`src/rtl/zeta_addr_ctrl.sv`:
```
// zeta_addr_ctrl
// Zeta ROM address sequencer for the pipelined two-lane NTT. It follows every butterfly-pair
// beat through the stage pipeline. For each stage it issues the lane 0 / lane 1 zeta address
// together with a per-stage valid. It also flags frame completion and frame-sync errors.
//
// Ports
//   clk           rising-edge clock
//   rst_n         asynchronous active-low reset
//   in_valid_i    a butterfly pair (two butterflies) is sampled into stage 0 this cycle
//   in_first_i    qualifies in_valid_i; marks beat 0 of a frame
//   stage_valid_o stage s holds a beat whose zeta address is presented this cycle
//   rom_addr_o    rom_addr_o[l][k] = lane-l zeta address for stage k+1 (stage 0 has a fixed zeta)
//   frame_done_o  one-cycle pulse with the last beat of a frame at the final stage
//   busy_o        beats in flight or any stage counter nonzero
//   sync_err_o    sticky: in_first_i arrived while the stage-0 counter was not 0
//
// A beat sampled at edge E is processed by stage s at edge E + s*STAGE_LAT + 1. The outputs are
// registered at that edge. The ROM read is synchronous, so zeta data lags stage_valid_o by one
// cycle.

module zeta_addr_ctrl #(
    parameter int unsigned NTT_STAGE_CNT = 8,
    parameter int unsigned STAGE_LAT     = 3
) (
    input  logic                                                 clk,
    input  logic                                                 rst_n,
    input  logic                                                 in_valid_i,
    input  logic                                                 in_first_i,
    output logic [NTT_STAGE_CNT-1:0]                             stage_valid_o,
    output logic [1:0][NTT_STAGE_CNT-2:0][NTT_STAGE_CNT-2:0]     rom_addr_o,
    output logic                                                 frame_done_o,
    output logic                                                 busy_o,
    output logic                                                 sync_err_o
);

    // Counter width covers N/4 beats; address width covers N/2 butterflies.
    localparam int unsigned CW    = NTT_STAGE_CNT - 2;
    localparam int unsigned AW    = NTT_STAGE_CNT - 1;
    // Bit s*STAGE_LAT feeds stage s. The extra tap gives stage 0 its one-edge latency.
    localparam int unsigned SrLen = (NTT_STAGE_CNT - 1) * STAGE_LAT + 1;

    logic [SrLen-1:0]         vld_sr_q;
    logic [SrLen-1:0]         fst_sr_q;
    logic [NTT_STAGE_CNT-1:0] st_v;
    logic [NTT_STAGE_CNT-1:0] st_f;
    logic [NTT_STAGE_CNT-1:0] cnt_nz;
    logic                     last_beat;
    logic                     frame_done_q;
    logic                     sync_err_q;
    logic                     sync_err_d;

    // ------------------------------------------------------------------------------------------
    // Beat pipeline: valid and first tag travel together.
    // in_first_i without in_valid_i is dropped here.
    // ------------------------------------------------------------------------------------------
    always_ff @(posedge clk or negedge rst_n) begin
        if (!rst_n) begin
            vld_sr_q <= '0;
            fst_sr_q <= '0;
        end else begin
            vld_sr_q <= {vld_sr_q[SrLen-2:0], in_valid_i};
            fst_sr_q <= {fst_sr_q[SrLen-2:0], in_valid_i & in_first_i};
        end
    end

    // ------------------------------------------------------------------------------------------
    // Per-stage beat counter, valid register and lane addresses
    // ------------------------------------------------------------------------------------------
    for (genvar s = 0; s < NTT_STAGE_CNT; s++) begin : g_stage
        logic [CW-1:0] cnt_q;
        logic [CW-1:0] cnt_d;
        logic [CW-1:0] idx;
        logic          sv_q;

        assign st_v[s] = vld_sr_q[s*STAGE_LAT];
        assign st_f[s] = fst_sr_q[s*STAGE_LAT];

        // A first tag realigns this stage to beat 0, whatever the counter holds.
        assign idx = st_f[s] ? '0 : cnt_q;

        // Natural wrap at N/4 because the counter is exactly CW bits wide.
        always_comb begin
            cnt_d = cnt_q;
            if (st_v[s]) begin
                cnt_d = idx + CW'(1);
            end
        end

        always_ff @(posedge clk or negedge rst_n) begin
            if (!rst_n) begin
                cnt_q <= '0;
                sv_q  <= 1'b0;
            end else begin
                cnt_q <= cnt_d;
                sv_q  <= st_v[s];
            end
        end

        assign stage_valid_o[s] = sv_q;
        assign cnt_nz[s]        = |cnt_q;

        if (s > 0) begin : g_addr
            for (genvar l = 0; l < 2; l++) begin : g_lane
                logic [AW-1:0] bfly;
                logic [AW-1:0] addr_q;

                // Butterfly index b = 2*c + l. Stage s keeps its top s bits, zero-extended.
                assign bfly = {idx, 1'(l)};

                // The address holds while the stage is idle.
                always_ff @(posedge clk or negedge rst_n) begin
                    if (!rst_n) begin
                        addr_q <= '0;
                    end else if (st_v[s]) begin
                        addr_q <= bfly >> (AW - s);
                    end
                end

                assign rom_addr_o[l][s-1] = addr_q;
            end
        end

        if (s == NTT_STAGE_CNT - 1) begin : g_last
            assign last_beat = st_v[s] & (&idx);
        end
    end

    // ------------------------------------------------------------------------------------------
    // Frame status
    // ------------------------------------------------------------------------------------------
    // The stage-0 counter is checked where the tag is consumed. That is one edge after sampling,
    // so every earlier beat has already been counted.
    assign sync_err_d = sync_err_q | (st_v[0] & st_f[0] & cnt_nz[0]);

    always_ff @(posedge clk or negedge rst_n) begin
        if (!rst_n) begin
            frame_done_q <= 1'b0;
            sync_err_q   <= 1'b0;
        end else begin
            frame_done_q <= last_beat;
            sync_err_q   <= sync_err_d;
        end
    end

    assign frame_done_o = frame_done_q;
    assign sync_err_o   = sync_err_q;

    // Registered terms only. busy_o drops one cycle after the last beat leaves the final stage.
    assign busy_o = (|vld_sr_q) | (|stage_valid_o) | (|cnt_nz);

endmodule

```
`config.mk`:
```
export PLATFORM = sky130hd
export DESIGN_NAME = zeta_addr_ctrl
export DESIGN_NICKNAME = d
export VERILOG_FILES = /design/src/rtl/zeta_addr_ctrl.sv
export SDC_FILE = /design/constraint.sdc
export NUM_CORES = 1
export LEC_CHECK = 0
export BUFFER_PORTS_ARGS = -buffer_cell sky130_fd_sc_hd__buf_4
export CORE_ASPECT_RATIO = 0.6
export CORE_MARGIN = 2
export CORE_UTILIZATION = 50
export DETAILED_ROUTE_END_ITERATION = 6
export PLACE_DENSITY = 0.8
export SKIP_LAST_GASP = 1
export SYNTH_ARGS = -nofsm -noshare
export SYNTH_HDL_FRONTEND = slang
export SYNTH_SLANG_ARGS = --single-unit
```
`constraint.sdc`:
```
create_clock -name clk -period 1.4 [get_ports clk]
set_input_delay 0.21 -clock clk [delete_from_list [all_inputs] [get_ports clk]]
set_output_delay 0.21 -clock clk [all_outputs]
set_load 0.01 [all_outputs]
```
**Yosys cells after proc, flatten, opt, wreduce, memory -nomap -nowiden**

Cells that the tools add are included.

- Flip-flop bits (word level): 136
- Input port bits: 4
- Logic and storage cells: 56

- $add $sub $neg: 8
- Mux-type cells: 8
- Bitwise gates (word level): 7
- Reduce and logical (&&, ||, !) cells: 5

Operators with widths:

| kind | count |
|---|---|
| 6-bit by 1-bit adder with 6-bit output, second input constant | 8 |
| 6-bit 2-to-1 mux | 8 |
| 48-bit OR reduction | 1 |
| 22-bit OR reduction | 1 |
| 8-bit OR reduction | 1 |
| 6-bit AND reduction | 1 |
| 6-bit OR reduction | 1 |
| 1-bit bitwise AND | 4 |
| 1-bit bitwise OR | 3 |

**Logic depth before layout (Yosys ltp)**

Gate-level depths: netlist of the first run.

- Depth in word-level cells: 3
- Gate-level depth with buffers: 7

**Worst setup path after synthesis of the first run**

OpenSTA, ideal clock, no wires.

- Path kind: reg2reg
- From: reg fst_sr_q[12]
- To: reg g_stage[4].cnt_q[4]
- Library setup time: 0.083 ns
- Arrival time: 1.341 ns
- Path slack: -0.024 ns
- Cell stages (with the launch flop): 8
- Clock period less this slack: 1.424 ns
- Cell sequence: dfrtp_1 -> clkbuf_1 -> nor2b_1 -> ha_1 -> nand3_1 -> nor3b_1 -> a21oi_1 -> o22ai_1

- Word-level cells in the longest chain between the ends: 2

RTL lines:

| item | RTL line | source |
|---|---|---|
| start, declared | 43 | `logic [SrLen-1:0] fst_sr_q;` |
| start signal, assigned | 62 | `fst_sr_q <= {fst_sr_q[SrLen-2:0], in_valid_i & in_first_i};` |
| 6-bit 2-to-1 mux | 79 | `assign idx = st_f[s] ? '0 : cnt_q;` |
| 6-bit by 1-bit adder with 6-bit output | 85 | `cnt_d = idx + CW'(1);` |
| end signal, assigned | 94 | `cnt_q <= cnt_d;` |
| end, declared | 70 | `logic [CW-1:0] cnt_q;` |

Every way passes these cells.
A chain may end at the register's enable or synchronous reset.

**Worst setup path after layout of the first run**

- From: reg g_stage[1].cnt_q[4]
- To: out busy_o

- Word-level cells in the longest chain between the ends: 2

RTL lines:

| item | RTL line | source |
|---|---|---|
| start, declared | 70 |  |
| start signal, assigned | 94 |  |
| 48-bit OR reduction | 149 | `assign busy_o = (\|vld_sr_q) \| (\|stage_valid_o) \| (\|cnt_nz);` |
| 1-bit bitwise OR | 149 |  |
| end, declared | 32 | `output logic busy_o,` |

Every way passes these cells.

==> run_results.csv, run 1 <==
group,metric,value,unit
finish,syn2layout_area_growth,34.9,%
cts,path_clk_slew,0.06,ns
power,power_density,1960,nW/um^2
critical_path,crit_buf_inv,2,
finish,seq_area,3080,sq um
critical_path,crit_path_max_incr_delay,0.39,ns
critical_path,path_max_fanout,2,
cts,cts_root_buf,"clkbuf_16",
grt,use_met2,37.8,%
place,dp_slack,-0.252,ns
synthesis,avgSynthCellArea,10.8,sq um
grt,grt_usage,22.8,%
synthesis,synth_cell_types,38,
grt,grt_util_met1,29.5,%
finish,fin_cells,796,
drt,viasPerCell,5.25,
synthesis,synth_top_area_share,55.1,%
synthesis,synth_cells,517,
grt,grt_pass1_vias,4193,
drt,routed_wl,13600,microns
floorplanning,start_util,52.1,%
drt,antenna_left,0,
critical_path,cp_data_required_time,1.19,ns
finish,multi_input_area,2210,sq um
sta,setup_ws,-0.737,ns
sta,max_freq,468,MHz
critical_path,cp-start-kind,"flop",
hold_path,hp-class,"primary input to async pin",
grt,gr-total-overflow,0,
synthesis,synthTopCellsByArea,"dfrtp_1, buf_4, a21oi_1, nand3b_1, inv_1",
floorplanning,coreArea,10700,sq um
critical_path,crit_family,"simple AND/OR/NAND/NOR gates",
cts,cts_buffers,17,
drt,dr.pass1.iters,4,
drt,vias,4178,
sta,finClkSkew,0.00529,ns
synthesis,synth_warnings,0,
grt,use_met3,6.25,%
grt,grt_max_degree,39,
cts,cts_tree,"built",
sta,hold_viol,0,
sta,finalCritPeriodShare,153,%
grt,grt.busiest_layer,"met2",
finish,layout.nets,656,
synthesis,synthFlopType,"dfrtp_1",
cts,htree_levels,4,
sta,slew_viol_final,0,
synthesis,synth_edf_count,0,
place,dp.cells,750,
run_status,violations,"setup timing",
power,power.leakage,3.50,nW
synthesis,yosysSeqAreaShare,55.1,%
synthesis,synth-async-reset-ratio,100,%
floorplanning,die_h,85.8,microns
drt,drc,0,
synthesis,syn_area,5580,sq um
floorplanning,ioPinCount,113,
cts,clock_sink_count,123,
floorplanning,die_w,140,microns
critical_path,worst-setup-path-type,"flop to output port",
place,gp_congestion,0.894,
place,portBuffers,69,
grt,antenna_found_initial,0,
floorplanning,rows,29,
run_status,status,"finished with violations",
finish,diodes,0,
synthesis,ys_ff_latch,123,
critical_path,critical-path-slowest-cell,"dfrtp_1",
finish,fin_util,70.3,%
cts,clk_latency,0.41,ns
drt,drt-initial-drc-count,314,
place,post-dp-hpwl,8450,microns
drt,wire_per_inst,17.1,microns
flow_run,cap_violations,0,
sta,rsz0062_at_grt,"yes",
finish,drive_above_1_share,39.6,%
critical_path,critPathArrivalTime,1.93,ns
critical_path,crit_path_cell_trace,"nor4_2 > buf_4 > nand4_1 > nor2_1 > nand4_1 > buf_4",
synthesis,synth_top_area_cell,"dfrtp_1",
power,ir_drop,1.04,mV
sta,setup_violations,2,
grt,grt_pass1_wl,21100,microns
floorplanning,dieArea,12100,sq um
finish,n_fill_cell,711,
cts,clockBufferDepth,2,
critical_path,worstSetupEndpointType,"output port",
sta,min_period,2.14,ns
==> state kept, by name, summed over array words and instances (netlist names) <==
register,cells
frame_done_o,1
fst_sr_q,22
g_stage.cnt_q,48
g_stage.g_addr.g_lane.addr_q,28
g_stage.sv_q,1
sync_err_o,1
vld_sr_q,22
==> cells by family (layout without fill, tap and decap cells) <==
| family | Yosys count | count (layout) | share of synthesized area [%] |
|---|---|---|---|
| xor gates and xnor gates | 2 | 2 | 0.314 |
| muxes | 26 | 26 | 4.93 |
| AOI/OAI and AO/OA | 85 | 85 | 8.43 |
| DFF | 123 | 123 | 55.1 |
| and+or+nand+nor | 136 | 136 | 14.5 |
| adders and majority gates | 8 | 8 | 1.79 |
| other | 1 | 43 | 0.0672 |
| buffers and inverters | 136 | 234 | 14.8 |
==> through the flow <==
step | setup TNS (ns) | instance area, sq um | power [mW] | hold WS (ns)
2_1_floorplan | 0 | 5750 | 7.43 | -0.0856
3_3_place_gp | -0.355 | 6400 | 9.12 | 0.165
3_5_place_dp | -0.782 | 6400 | 9.38 | 0.164
4_1_cts | -0.704 | 7240 | 14.2 | 0.281
5_1_grt | -1.12 | 7530 | 15.5 | 0.307
6_report | -0.746 | 7530 | 14.8 | 0.277
==> cells in the mapped netlist, drive strengths merged, types with 3 or more instances <==
cell	number
nand4	6
o22ai	18
clkbuf	6
inv	39
nor3b	12
o31ai	3
nand3	15
mux2	12
nor3	8
nor2b	20
nor4	16
dfrtp	123
mux2i	14
ha	8
nand3b	20
nor2	14
buf	91
o21ai	23
nand2	21
a21oi	37
==> per-layer routing <==
metal	up-vias	part of all wire (%)	wire length [microns]
met4	0	1.7	235
met1	2100	43	5900
met5	-	0	0
met2	134	50	6790
met3	27	5.0	677
li1	1917	-	-
==> report_power, final <==
part           internal, mW  switching, mW  total, mW
logic                  2.62           2.49       5.11
clock network          2.94           1.60       4.54
registers              4.43          0.700       5.13
==> cell usage in the layout (no fill, tap or decap), types with 15 or more instances in the layout <==
cell type and n:
a21oi_1 36, buf_4 150, clkbuf_16 17, conb_1 43
dfrtp_1 118, inv_1 39, nand2_1 21, nand3b_1 20
nor2b_4 15, o21ai_0 23, o22ai_1 18
==> final timing paths <==
check | depth (start not counted) | endpoint | startpoint | slack, ns
worst max-delay path | 6 | busy_o | g_stage[1].cnt_q[4]$_DFFE_PN0P_ | -0.74
worst min-delay path | 2 | g_stage[6].cnt_q[3]$_DFFE_PN0P_ | rst_n | 0.28
worst max register to register | 7 | g_stage[5].cnt_q[4]$_DFFE_PN0P_ | g_stage[5].cnt_q[0]$_DFFE_PN0P_ | -0.01
min in group clk | 0 | fst_sr_q[17]$_DFF_PN0_ | fst_sr_q[16]$_DFF_PN0_ | 0.35
worst min register to register | 0 | fst_sr_q[17]$_DFF_PN0_ | fst_sr_q[16]$_DFF_PN0_ | 0.35
max in group asynchronous | 3 | g_stage[0].cnt_q[2]$_DFFE_PN0P_ | rst_n | 0.58
==> cell type report <==
type	instances	area share, %
sequential	123	41.0
inverter	39	1.94
clock inverter	10	1.85
multi-input combinational	300	29.4
clock buffer	22	6.30
tap	139	2.31
timing repair buffer	163	17.2
==> timing repair <==
| action | in CTS | in global routing |
|---|---|---|
| pin swaps | 15 | 25 |
| gates resized for setup | 37 | 47 |
| endpoints found under the hold margin | 24 | 0 |
| endpoints found under the setup margin | 9 | 21 |
| setup buffers | 7 | 8 |
| hold buffers | 3 | 0 |
| gates cloned | 0 | 0 |
Power figures use the tool's default switching activity.
==> inputs of run 2 (changes only) <==
- BUFFER_PORTS_ARGS: -buffer_cell sky130_fd_sc_hd__buf_4 -> -buffer_cell sky130_fd_sc_hd__buf_2
- CTS_CLUSTER_DIAMETER: default -> 80
- REMOVE_ABC_BUFFERS: default -> 1
==> run 2 against run 1 <==
Net effect:
- the run still ends with setup timing left
- count of clock-buffer cells in the layout did not move
- combinational power decreased by 8.4%
- maximum frequency grew 3.6%
- design area down 3.2%
- critical path depth shrank 1
- worst hold slack lost 0.029 ns
- register-to-register slack lost 0.02 ns
- largest cell class unchanged
- largest power group unchanged
==> run_results.csv, run 2 (synthesis results as in run 1) <==
group,metric,value,unit
critical_path,cp_data_required_time,1.19,ns
sta,finalCritPeriodShare,147,%
place,gp_congestion,0.830,
sta,slew_viol_final,0,
grt,grt_max_degree,48,
place,portBuffers,69,
finish,n_fill_cell,752,
drt,routed_wl,13100,microns
critical_path,crit_path_max_incr_delay,0.40,ns
sta,finClkSkew,0.00503,ns
floorplanning,start_util,52.1,%
sta,setup_violations,5,
flow_run,cap_violations,0,
grt,grt_pass1_vias,3939,
drt,wire_per_inst,16.3,microns
grt,grt_pass1_wl,19900,microns
grt,grt_usage,21.5,%
cts,path_clk_slew,0.05,ns
cts,cts_buffers,17,
place,dp_slack,-0.233,ns
floorplanning,ioPinCount,113,
critical_path,crit_path_cell_trace,"nor4_1 > nand2_1 > nor3_2 > nand4_1 > buf_2",
sta,fin_setup_tns,-0.745,ns
floorplanning,die_w,140,microns
power,ir_drop,1.11,mV
drt,antenna_left,0,
run_status,violations,"setup timing",
critical_path,ff2ff_path_depth,7,
finish,syn2layout_area_growth,30.6,%
finish,fin_util,68.1,%
cts,cts_root_buf,"clkbuf_16",
power,power_density,1910,nW/um^2
finish,final_common_cell,"dfrtp_1",
finish,largest_register_ffs,48,
critical_path,cp-start-kind,"flop",
finish,layout_common_cells,"dfrtp_1, buf_4, buf_2",
sta,rsz0062_at_grt,"yes",
cts,clk_latency,0.41,ns
sta,min_period,2.06,ns
sta,setup_ws,-0.662,ns
finish,reg_top3,"g_stage.cnt_q x48, g_stage.g_addr.g_lane.addr_q x28",
floorplanning,die_h,85.8,microns
critical_path,worstSetupEndpointType,"output port",
floorplanning,dieArea,12100,sq um
critical_path,critical-path-slowest-cell,"dfrtp_1",
grt,antenna_found_initial,0,
drt,dr.pass1.iters,4,
grt,gr-total-overflow,0,
critical_path,path_max_fanout,2,
cts,cts_tree,"built",
run_status,status,"finished with violations",
drt,viasPerCell,5.18,
drt,vias,4142,
critical_path,worst-setup-path-type,"flop to output port",
power,power.leakage,3.46,nW
cts,clockBufferDepth,2,
place,post-dp-hpwl,8200,microns
critical_path,regToRegStartpoint,"g_stage[1].cnt_q[0]$_DFFE_PN0P_",
cts,htree_levels,4,
finish,largest-register,"g_stage.cnt_q",
critical_path,cp-startpoint,"g_stage[0].cnt_q[3]$_DFFE_PN0P_",
sta,max_freq,485,MHz
drt,drc,0,
critical_path,critPathArrivalTime,1.85,ns
drt,drt-initial-drc-count,272,
sta,hold_viol,0,
floorplanning,rows,29,
floorplanning,coreArea,10700,sq um
hold_path,hp-class,"primary input to async pin",
finish,drive_above_1_share,40.1,%
finish,diodes,0,
cts,clock_sink_count,123,
finish,layout.nets,662,
run 2: cell count changes in the layout (fill, tap and decap cells not counted), moves of 4 or more:
cell,previous run,this run
buf_6,7,11
nor2b_2,1,6
nand3_4,5,1
buf_2,0,68
nor2b_4,15,10
buf_4,150,85
run 2: per-stage QoR:
| stage | instance area, sq um | instances | hold slack [ns] | power (mW) |
|---|---|---|---|---|
| after floorplan | 5060 | 462 | -0.0856 | 6.96 |
| after global placement | 6220 | 752 | 0.124 | 8.82 |
| after detailed placement | 6220 | 752 | 0.128 | 9.05 |
| after CTS | 6990 | 790 | 0.250 | 13.4 |
| after global routing | 7290 | 800 | 0.277 | 14.6 |
| final | 7290 | 800 | 0.248 | 13.9 |
run 2: power by group:
part	internal (mW)	leakage, nW	total, mW	switching, mW
clock	2.54	0.267	4.06	1.52
sequential	4.43	1.49	5.14	0.707
combinational	2.30	1.70	4.68	2.38
total	9.28	3.46	13.9	4.61
run 2: per-layer routing:
layer,global-route usage [%],up-vias,routed length (microns)
met5,0,-,0
met1,28.4,2054,5660
met4,5.88,0,153
met2,34.1,146,6390
li1,-,1921,-
met3,7.59,21,862
run 2: path summary, 6_finish.rpt:
| path | end | slack [ns] |
|---|---|---|
| hold / removal | g_stage[7].g_addr.g_lane[1].addr_q[2]$_DFFE_PN0P_ | 0.25 |
| hold reg to reg | fst_sr_q[14]$_DFF_PN0_ | 0.35 |
| setup / recovery | busy_o | -0.66 |
| max in group asynchronous | fst_sr_q[0]$_DFF_PN0_ | 0.58 |
| setup reg to reg | g_stage[1].cnt_q[4]$_DFFE_PN0P_ | -0.03 |
| min in group clk | fst_sr_q[14]$_DFF_PN0_ | 0.35 |
run 2: worst max-delay path: cells and delay by family, from the launching register on:
| kind | cells | cell delay [ns] |
|---|---|---|
| AND/OR/NAND/NOR | 4 | 0.87 |
| flip-flops | 1 | 0.40 |
| buffers and inverters | 1 | 0.19 |
run 2: repair_timing:
action / CTS / global route
setup endpoints to repair: 10 / 19
pin swaps: 13 / 27
gates resized for setup: 36 / 46
endpoints found under the hold margin: 21 / 0
hold buffers: 3 / 0
setup buffers: 6 / 12
run 2: final cells by class:
type | count | area (sq um) | share of cell area (%)
inverters | 39 | 146 | 2.01
multi-input cells | 300 | 2170 | 29.8
well taps | 139 | 174 | 2.39
clock buffers | 22 | 474 | 6.51
flip-flops and latches | 123 | 3080 | 42.3
repair buffers | 169 | 1170 | 16.1
clock inverters | 8 | 70.1 | 0.962
==> inputs of run 3 (changes only) <==
- CORE_UTILIZATION: 50 -> 55
- PLACE_DENSITY: 0.8 -> 0.83
- clock period: 1.4 -> 2.25 ns (I/O delays scaled with it)
==> run 3 against run 2 <==
Net effect:
- the flow now finishes without violations
- critical path depth is 1 lower
- clock skew is 0.0058 ns higher
- via count is 12% lower
- die area is 8.8% lower
- non-clock buffer count is 91 lower
- design area is 14% lower
- count of clock-buffer cells in the layout is 3 higher
- largest cell class unchanged
- largest power group unchanged
==> run_results.csv, run 3 (synthesis results as in run 1) <==
group,metric,value,unit
run_status,status,"finished clean",
grt,grt_pass1_vias,3500,
critical_path,cp_data_required_time,1.91,ns
cts,post_cts_buffers,0,
sta,fin_setup_tns,0,ns
grt,grt_usage,21.2,%
floorplanning,die_h,82.0,microns
finish,drive_above_1_share,23.1,%
drt,vias,3643,
hold_path,hp-start,"in_valid_i",
finish,fin_cells,702,
grt,grt_pass1_wl,17600,microns
finish,layout_common_cells,"dfrtp_1, buf_2, conb_1",
finish,reg_top3,"g_stage.cnt_q x48, g_stage.g_addr.g_lane.addr_q x28",
critical_path,crit_buf_inv,1,
power,power.leakage,2.93,nW
sta,hold_viol,0,
critical_path,path_max_fanout,2,
drt,viasPerCell,5.19,
finish,syn2layout_area_growth,12.7,%
cts,cts_buffers,17,
sta,setup_violations,0,
cts,clk_latency,0.41,ns
finish,diodes,0,
sta,maxSlewHeadroom,61.9,%
grt,grt_util_met1,28.5,%
cts,cts_tree,"built",
critical_path,reg2reg_to,"g_stage[6].cnt_q[4]$_DFFE_PN0P_",
floorplanning,die_w,134,microns
critical_path,rrSetupSlack,0.61,ns
cts,htree_levels,4,
drt,dr.pass1.iters,5,
sta,rsz0062_at_grt,"no",
critical_path,worst-setup-path-type,"flop to output port",
hold_path,min_to,"vld_sr_q[0]$_DFF_PN0_",
power,power_density,1220,nW/um^2
critical_path,worstSetupEndpointType,"output port",
finish,largest_register_ffs,48,
finish,n_fill_cell,778,
critical_path,critical-path-slowest-cell,"or4_4",
critical_path,critPathArrivalTime,1.87,ns
floorplanning,ioPinCount,113,
place,dp.cells,674,
cts,clock_sink_count,123,
finish,final_common_cell,"dfrtp_1",
drt,routed_wl,10800,microns
grt,grt.busiest_layer,"met2",
floorplanning,dieArea,11000,sq um
hold_path,min_path_cells,1,
critical_path,crit_path_max_incr_delay,0.53,ns
place,gp_congestion,0.824,
critical_path,crit_family,"simple AND/OR/NAND/NOR gates",
sta,worst_pin_slew,0.571,ns
place,post-dp-hpwl,7340,microns
floorplanning,coreArea,9880,sq um
drt,drc,0,
floorplanning,start_util,56.5,%
grt,antenna_found_initial,0,
power,ir_drop,0.627,mV
floorplanning,rows,28,
cts,clockBufferDepth,2,
place,portBuffers,69,
sta,min_period,2.20,ns
grt,gr-total-overflow,0,
sta,slew_viol_final,0,
sta,max_freq,454,MHz
finish,largest-register,"g_stage.cnt_q",
critical_path,ff2ff_path_depth,6,
sta,finalCritPeriodShare,97.9,%
cts,cts_root_buf,"clkbuf_16",
drt,drt-initial-drc-count,284,
sta,finClkSkew,0.0109,ns
grt,use_met2,32.9,%
grt,use_met3,6.23,%
hold_path,hp-class,"primary input to flop",
finish,layout.nets,571,
cts,path_clk_slew,0.05,ns
flow_run,cap_violations,0,
grt,grt_max_degree,45,
drt,wire_per_inst,15.4,microns
critical_path,crit_path_cell_trace,"or4_4 > nor4_2 > nand4_1 > buf_2",
drt,antenna_left,0,
critical_path,cp-start-kind,"flop",
critical_path,regToRegStartpoint,"fst_sr_q[18]$_DFF_PN0_",
run 3: where the power goes:
part | leakage [nW] | switching, mW | total (mW) | internal, mW
Clock | 0.273 | 0.862 | 2.52 | 1.66
Combinational | 1.16 | 0.912 | 1.69 | 0.782
Sequential | 1.49 | 0.701 | 3.46 | 2.76
Total | 2.93 | 2.48 | 7.67 | 5.20
run 3: area by class of cell:
type                            instances  area, sq um  area share [%]
Tap cell                              135          169            2.68
Timing Repair Buffer                   78          443            7.04
Multi-Input combinational cell        300         1900            30.2
Inverter                               39          146            2.33
Sequential cell                       123         3080            49.0
Clock inverter                          2         35.0           0.557
Clock buffer                           25          515            8.19
run 3: metrics by stage:
stage | setup slack [ns] | hold slack [ns] | utilization (%) | cell area [sq um] | power [mW]
floorplan | 0.704 | 0.0419 | - | 5060 | 4.33
global placement | 0.406 | 0.332 | 57.3 | 5660 | 4.92
detailed placement | 0.290 | 0.335 | 57.3 | 5660 | 5.06
CTS | 0.000917 | 0.0376 | 63.1 | 6230 | 7.65
global route | 0.00124 | 0.0335 | 63.7 | 6290 | 8.14
finish | 0.0475 | 0.0485 | 63.7 | 6290 | 7.67
run 3: worst max-delay path by stage:
stage / from / endpoint / cells after the start
floorplan: vld_sr_q[4]$_DFF_PN0_ / busy_o / 3
global placement: g_stage[6].cnt_q[3]$_DFFE_PN0P_ / busy_o / 5
detailed placement: g_stage[6].cnt_q[3]$_DFFE_PN0P_ / busy_o / 5
CTS: g_stage[6].cnt_q[3]$_DFFE_PN0P_ / busy_o / 5
global route: g_stage[7].cnt_q[0]$_DFFE_PN0P_ / busy_o / 5
finish: vld_sr_q[5]$_DFF_PN0_ / busy_o / 4
run 3: timing repair:
action / 4_1_cts / 5_1_grt
resized for setup: 2 / 10
hold buffers: 1 / 0
hold endpoints to repair: 41 / 0
endpoints found under the setup margin: 1 / 1
pin swaps: 0 / 1
run 3: metal layers:
layer	wire, microns	up-vias
met5	0	-
met4	42	0
met3	694	4
met2	5090	102
met1	4970	1808
li1	-	1729
